`src/rtl/writeback_queue.sv`:
```
// -----------------------------------------------------------------------------
// writeback_queue
//   Writeback stage for the simplified MIPS pipeline. Formats load data
//   (LB/LBU/LH/LHU/LW) as results arrive from MEM/WB. Queues register writes
//   in a DEPTH-entry FIFO, so a busy register-file port back-pressures MEM
//   rather than dropping writes. It also offers a youngest-match forwarding
//   lookup over the pending entries.
//
// Ports
//   clock, reset_n     rising-edge clock, asynchronous active-low reset
//   mem_wb_valid       MEM offers a result this cycle
//   mem_wb_ready       stage can accept the offered result (count < DEPTH)
//   mem_wb_regdest     destination register
//   mem_wb_writereg    result writes the register file
//   mem_wb_memtoreg    1: wbvalue is a raw memory word, 0: ALU result
//   mem_wb_loadtype    000 LW, 001 LB, 010 LBU, 011 LH, 100 LHU
//   mem_wb_byteaddr    address[1:0] of the load
//   mem_wb_wbvalue     ALU result or raw memory word
//   wb_reg_en          head entry valid, write requested
//   wb_reg_addr        head destination register (0 when empty)
//   wb_reg_data        head formatted data (0 when empty)
//   wb_reg_ready       register-file port accepts the write this cycle
//   fwd_addr           forwarding query address
//   fwd_hit            a pending entry targets fwd_addr
//   fwd_data           data of the youngest matching entry (0 if no hit)
//   wb_count           number of occupied entries
// -----------------------------------------------------------------------------
module writeback_queue #(
    parameter int REG_ADDR_W = 5,
    parameter int DEPTH      = 4,
    parameter bit ZERO_DROP  = 1'b1
) (
    input  logic                      clock,
    input  logic                      reset_n,
    input  logic                      mem_wb_valid,
    output logic                      mem_wb_ready,
    input  logic [REG_ADDR_W-1:0]     mem_wb_regdest,
    input  logic                      mem_wb_writereg,
    input  logic                      mem_wb_memtoreg,
    input  logic [2:0]                mem_wb_loadtype,
    input  logic [1:0]                mem_wb_byteaddr,
    input  logic [31:0]               mem_wb_wbvalue,
    output logic                      wb_reg_en,
    output logic [REG_ADDR_W-1:0]     wb_reg_addr,
    output logic [31:0]               wb_reg_data,
    input  logic                      wb_reg_ready,
    input  logic [REG_ADDR_W-1:0]     fwd_addr,
    output logic                      fwd_hit,
    output logic [31:0]               fwd_data,
    output logic [$clog2(DEPTH):0]    wb_count
);

    localparam int PTR_W = $clog2(DEPTH);
    localparam int CNT_W = PTR_W + 1;

    typedef enum logic [2:0] {
        LT_LW  = 3'b000,
        LT_LB  = 3'b001,
        LT_LBU = 3'b010,
        LT_LH  = 3'b011,
        LT_LHU = 3'b100
    } loadtype_e;

    logic [REG_ADDR_W-1:0] r_addr  [DEPTH];
    logic [31:0]           r_data  [DEPTH];
    logic [DEPTH-1:0]      r_valid;
    logic [PTR_W-1:0]      r_wptr;
    logic [PTR_W-1:0]      r_rptr;
    logic [CNT_W-1:0]      r_count;

    logic                  w_accept;
    logic                  w_push;
    logic                  w_pop;
    logic [7:0]            w_byte;
    logic [15:0]           w_half;
    logic [31:0]           w_fmt;
    logic [PTR_W-1:0]      w_fwd_idx;

    // ------------------------------------------------------------------
    // Handshake
    // ------------------------------------------------------------------
    assign mem_wb_ready = (r_count < CNT_W'(DEPTH));
    assign w_accept     = mem_wb_valid & mem_wb_ready;
    // Beats that write nothing (or write r0) are consumed without enqueueing.
    assign w_push       = w_accept & mem_wb_writereg &
                          !(ZERO_DROP && (mem_wb_regdest == '0));
    assign wb_reg_en    = (r_count != '0);
    assign w_pop        = wb_reg_en & wb_reg_ready;
    assign wb_reg_addr  = wb_reg_en ? r_addr[r_rptr] : '0;
    assign wb_reg_data  = wb_reg_en ? r_data[r_rptr] : '0;
    assign wb_count     = r_count;

    // ------------------------------------------------------------------
    // Load formatting (little-endian lanes)
    // ------------------------------------------------------------------
    always_comb begin
        w_byte = '0;
        case (mem_wb_byteaddr)
            2'd0:    w_byte = mem_wb_wbvalue[7:0];
            2'd1:    w_byte = mem_wb_wbvalue[15:8];
            2'd2:    w_byte = mem_wb_wbvalue[23:16];
            default: w_byte = mem_wb_wbvalue[31:24];
        endcase
        // Halfword lane ignores byteaddr[0].
        w_half = mem_wb_byteaddr[1] ? mem_wb_wbvalue[31:16] : mem_wb_wbvalue[15:0];

        w_fmt = mem_wb_wbvalue;
        if (mem_wb_memtoreg) begin
            case (loadtype_e'(mem_wb_loadtype))
                LT_LB:   w_fmt = {{24{w_byte[7]}}, w_byte};
                LT_LBU:  w_fmt = {24'h0, w_byte};
                LT_LH:   w_fmt = {{16{w_half[15]}}, w_half};
                LT_LHU:  w_fmt = {16'h0, w_half};
                default: w_fmt = mem_wb_wbvalue;
            endcase
        end
    end

    // ------------------------------------------------------------------
    // FIFO storage and pointers
    // ------------------------------------------------------------------
    always_ff @(posedge clock or negedge reset_n) begin
        if (!reset_n) begin
            r_wptr  <= '0;
            r_rptr  <= '0;
            r_count <= '0;
            r_valid <= '0;
            for (int unsigned i = 0; i < DEPTH; i++) begin
                r_addr[i] <= '0;
                r_data[i] <= '0;
            end
        end else begin
            // Pop and push never target the same slot: that would need
            // count==0 with a pop, or count==DEPTH with a push.
            if (w_pop) begin
                r_valid[r_rptr] <= 1'b0;
                r_rptr          <= r_rptr + 1'b1;
            end
            if (w_push) begin
                r_addr[r_wptr]  <= mem_wb_regdest;
                r_data[r_wptr]  <= w_fmt;
                r_valid[r_wptr] <= 1'b1;
                r_wptr          <= r_wptr + 1'b1;
            end
            case ({w_push, w_pop})
                2'b10:   r_count <= r_count + 1'b1;
                2'b01:   r_count <= r_count - 1'b1;
                default: r_count <= r_count;
            endcase
        end
    end

    // ------------------------------------------------------------------
    // Forwarding: walk from oldest to youngest so the last match wins.
    // ------------------------------------------------------------------
    always_comb begin
        fwd_hit   = 1'b0;
        fwd_data  = '0;
        w_fwd_idx = '0;
        for (int unsigned i = 0; i < DEPTH; i++) begin
            w_fwd_idx = r_rptr + PTR_W'(i);
            if (r_valid[w_fwd_idx] && (r_addr[w_fwd_idx] == fwd_addr)) begin
                fwd_hit  = 1'b1;
                fwd_data = r_data[w_fwd_idx];
            end
        end
        if (ZERO_DROP && (fwd_addr == '0)) begin
            fwd_hit  = 1'b0;
            fwd_data = '0;
        end
    end

endmodule

```
`config.mk`:
```
export PLATFORM = sky130hd
export DESIGN_NAME = writeback_queue
export DESIGN_NICKNAME = d
export VERILOG_FILES = /design/src/rtl/writeback_queue.sv
export SDC_FILE = /design/constraint.sdc
export NUM_CORES = 1
export LEC_CHECK = 0
export ABC_AREA = 1
export CAP_MARGIN = 20
export CORE_MARGIN = 5
export CORE_UTILIZATION = 45
export DETAILED_ROUTE_END_ITERATION = 10
export PLACE_DENSITY = 0.75
export SLEW_MARGIN = 0
export SYNTH_ARGS = -nofsm -noshare
export SYNTH_HDL_FRONTEND = slang
export SYNTH_SLANG_ARGS = --single-unit
export TNS_END_PERCENT = 5
```
`constraint.sdc`:
```
create_clock -name clock -period 3.9 [get_ports clock]
set_input_delay 0.585 -clock clock [delete_from_list [all_inputs] [get_ports clock]]
set_output_delay 0.585 -clock clock [all_outputs]
set_load 0.02 [all_outputs]
```
; ---- Word-level counts from Yosys, hierarchy flattened
; Cells that the tools add are included.
[totals]
output_inout_bits = 75
ff_bits = 159
[op_classes]
n_bitwise = 12
n_addsub = 6
n_mux = 61
n_lt_le_gt_ge = 14
reduce_logical = 13
eq_ne = 12
[ops]
columns = operator, count
row1 = $mux 32, 16
row2 = $bmux 32 s2, 4
row3 = $bwmux 128, 1
row4 = $pmux 32 s4, 1
row5 = $demux 32 s2, 1
row6 = $mux 5, 10
row7 = $bmux 5 s2, 4
row8 = $pmux 8 s3, 1
row9 = $bwmux 20, 1
row10 = $eq 5x5->1, 4
row11 = $mux 16, 1
row12 = $ge 3x3->1 const B, 5
row13 = $lt 2x3->1 const B, 5
row14 = $not 2->3, 5
row15 = $mux 1, 11
row16 = $demux 5 s2, 1
row17 = $logic_not 5->1, 2
row18 = $bmux 1 s2, 4
row19 = $mux 4, 2
row20 = $logic_and 1x1->1, 7
row21 = $eq 3x2->1 const B, 2
row22 = $pmux 3 s2, 1
row23 = $add 2x1->2 const B, 2
row24 = $add 2x2->2 const B, 2
row25 = other kinds (18), 25

; ---- Longest topological paths before layout
[depth]
depth_word = 11
depth_mapped = 20
mapped_depth_nobuf = 14

; ---- Least setup slack after synthesis
; No wires, ideal clock.
[synth_path]
path_type = reg-to-output
from = reg r_rptr[1]
to = out fwd_data[26]
arrival_ps = 3062
path_slack_ps = 253
path_stages_with_launch = 19
cell_sequence = dfrtp_1 -> buf_4 -> inv_2 -> buf_2 -> clkbuf_1 -> clkbuf_1 -> ha_1 -> inv_2 -> buf_2 -> nand3_1 -> nand2_1 -> nor2_1 -> nor2_2 -> nand3_1 -> nor2_2 -> buf_4 -> buf_6 -> nor2_1 -> a21oi_1
[synth_between]
elab_chain_len = 11
word_cells_on_any_way = 52
[synth_lines]
columns = element, line_no
row1 = "start, declared", 68  ; logic [PTR_W-1:0] r_rptr;
row2 = "start signal, assigned", 137  ; r_rptr <= r_rptr + 1'b1;
row3 = $add 2x1->2 or $not 2->3 (tied branches), "161, 162, 164"
row4 = $not 2->3 (not written as such) or $bmux 5 s2 (tied branches), "162, 164"
row5 = $bmux 5 s2 or $mux 5 (tied branches), 162  ; if (r_valid[w_fwd_idx] && (r_addr[w_fwd_idx] == fwd_addr)) begin
row6 = $mux 5 (not written as such), 162
row7 = $mux 5 (not written as such) or $eq 5x5->1 (tied branches), 162
row8 = $eq 5x5->1 or $logic_and 1x1->1 (tied branches), 162
row9 = $logic_and 1x1->1 or $mux 32 (tied branches), 162
row10 = $mux 32 (2 in series), 162
row11 = $mux 32 (*), 162
row12 = $mux 32 (*), 167  ; if (ZERO_DROP && (fwd_addr == '0)) begin
row13 = "end, declared", 49  ; output logic [31:0] fwd_data,
; Mark *: on every way between the ends. The rest lies on a longest branch, timed or not. The select of a mux whose other input is x is not followed.

; ---- Final worst setup path
[layout_path]
from = reg r_rptr[0]
to = out fwd_data[30]
; The elaborated chain is that of the path after synthesis.

==> impl_metrics.ini <==
[logic_synthesis]
syn_area_per_cell_um2 = 6.04
yosysWarningCount = 0
syn-num-nets = 2104
synth.yosys.seq_area_share_pct = 32.3
syn_inst = 2041
synth_area_um2 = 12300
ys_seq_elements = 159
yosys.cell_types.count = 40

[global_route]
grt_max_degree = 175
grt_pass1_vias = 12400
antenna_found_initial = 0
grt.overflow.total = 0
grt_usage_pct = 25.2
grt_pass1_wl_um = 63700

[layout]
antenna_cells = 0
area_growth_pct = 18.3
layout_commonest_cell = nand2_1
final_cell_mix = 792 x nand2_1, 407 x o21ai_0, 176 x inv_1
nets = 2175
final_util_pct = 54.1
drive_gt1_share_pct = 7.72

[die]
num_rows = 60
initial_core_util_pct = 45.7
io_pins = 128
die-area_um2 = 30800
die_x_um = 175
core_area_um2 = 27000
die_y_um = 175

[placed_design]
portBuffers = 127
dp_hpwl_um = 28200
place_congestion = 0.927

[pwr]
p_leak_nw = 7.30
powerDensity_nw_per_um2 = 970
ir_drop_uv = 584

[sta]
grt_setup_unrepaired = yes
worst_pin_slew_ns = 0.868
min_period_over_period_pct = 98.8
finalHoldViolations = 0
drv_slew = 0
max_slew_margin_pct = 41.5
fin_crit_ns = 3.85
setup_tns_ns = 0
skew_ns = 0.0119
fmax_mhz = 259
setup_viol = 0

[setup_path]
r2r_setup_slack_ns = 1.54
cp-endpoint = fwd_data[30]
rr_worst_depth = 7
cp-end-kind = primary output
timing.rr.end = r_data[48]
worstPathArrival_ns = 3.27
startpoint_type = flop
critPathKind = flop to primary output
required_ns = 3.31
crit_fanout = 43
crit_path_start = r_rptr[0]
r2r_start = wb_count[2]

[clocking]
cts_sinks = 159
htree_levels = 4
clockBufferDepth = 2
cts_tree = yes
clock_latency_ns = 0.43
cts_buffers = 17
clk_pin_slew_ns = 0.08
cts-root-buf = clkbuf_16

[run_status]
status = completed

[detailed_routing]
ant_nets = 0
routed_wl_um = 40300
remaining_drc_errors = 0
routed_via_density = 5.49
num_vias = 13500
drtIter0Drc = 1631
firstDrtPassIters = 8
routedWlPerCell_um = 16.3

[job]
cap_violations = 0

[min_path]
hp-class = primary input to asynchronous set/reset pin
## state kept, by name (all words and copies together), names as in the netlist
signal    flops
r_addr       20
r_data      128
r_rptr        2
r_valid       4
r_wptr        2
wb_count      3
## repair_timing
item | in CTS | in global routing
gates resized for setup | 37 | 25
cloned | 0 | 1
endpoints found under the setup margin | 36 | 36
setup buffers | 0 | 1
hold buffers | 0 | 0
## worst min path at each step
stage,startpoint,cells past startpoint,to
floorplan,reset_n,0,r_addr[0]
global placement,r_data[8],2,r_data[8]
detailed placement,r_data[8],2,r_data[8]
CTS,reset_n,1,r_data[66]
global route,reset_n,1,r_data[98]
finish,reset_n,1,r_data[98]
## power breakdown
group,total (mW),switching (mW),leakage (nW),internal [mW]
clock network,1.65,0.800,0.271,0.850
registers,2.94,0.507,1.98,2.43
logic,9.57,6.23,5.05,3.34
total,14.2,7.53,7.30,6.62
## cells in the mapped netlist, drive strengths merged
cell    instances  area, µm²
o211ai          8       60.1
nand4          25        163
a21oi          22        159
or2             1       6.26
a21boi          2       15.0
o221ai          7       61.3
inv           183        689
ha              9        113
nand3          78        413
buf            69        397
and2            1       6.26
o22ai           1       6.26
and3            1       6.26
clkbuf         70        264
fa              1       20.0
nor3           12       60.1
xor2            4       35.0
clkinv          1       5.00
dfrtp         159       3980
nor2          144        576
xnor2           1       8.76
o21ai         439       2230
nand2         803       3050
## stage by stage
step | cell area, µm² | hold WS (ns) | total power [mW] | setup WS [ns] | instances
global placement | 14000 | 0.467 | 12.1 | 0.107 | 2431
floorplan | 12300 | 0.289 | 9.12 | 0.253 | 2041
CTS | 14600 | 0.181 | 13.9 | 0.0155 | 2464
detailed placement | 14000 | 0.473 | 12.3 | 0.108 | 2432
global route | 14600 | 0.202 | 15.4 | -0.0452 | 2466
finish | 14600 | 0.159 | 14.2 | 0.0464 | 2466
## cell families after synthesis
group           after synthesis  synth area share [%]
xor+xnor                      5                 0.355
flops                       159                  32.3
simple gates               1065                  34.7
buf+inv                     323                  11.0
compound gates              479                  20.6
fa+ha+maj                    10                  1.08
## layout make-up
type,instances,area [µm²]
fillers,2605,12400
multi-input cells,1559,7010
flip-flops and latches,159,3980
repair buffers,191,1880
inverters,184,701
well taps,341,427
clock buffers,17,425
clock inverters,15,150
## critical path: stages, from the launching register on
cell and delay [ns]:
dfrtp_4 0.52, inv_4 0.08, ha_2 0.30, buf_8 0.18, nand3_1 0.09, nand2_1 0.07, xor2_1 0.15, nor2_2 0.12
nand3_1 0.12, nor2_4 0.14, buf_12 0.25, nor2_1 0.06, a21oi_1 0.35, dlygate4sd2_1 0.39
## per-layer routing
metal | vias up | routed length, µm | track usage (%)
met1 | 6160 | 17200 | 34.3
met2 | 659 | 17700 | 39.8
met3 | 67 | 4360 | 6.54
met5 | - | 0 | 0
li1 | 6646 | - | -
met4 | 0 | 941 | 7.57
No activity file was read; power rests on OpenSTA's default activity.
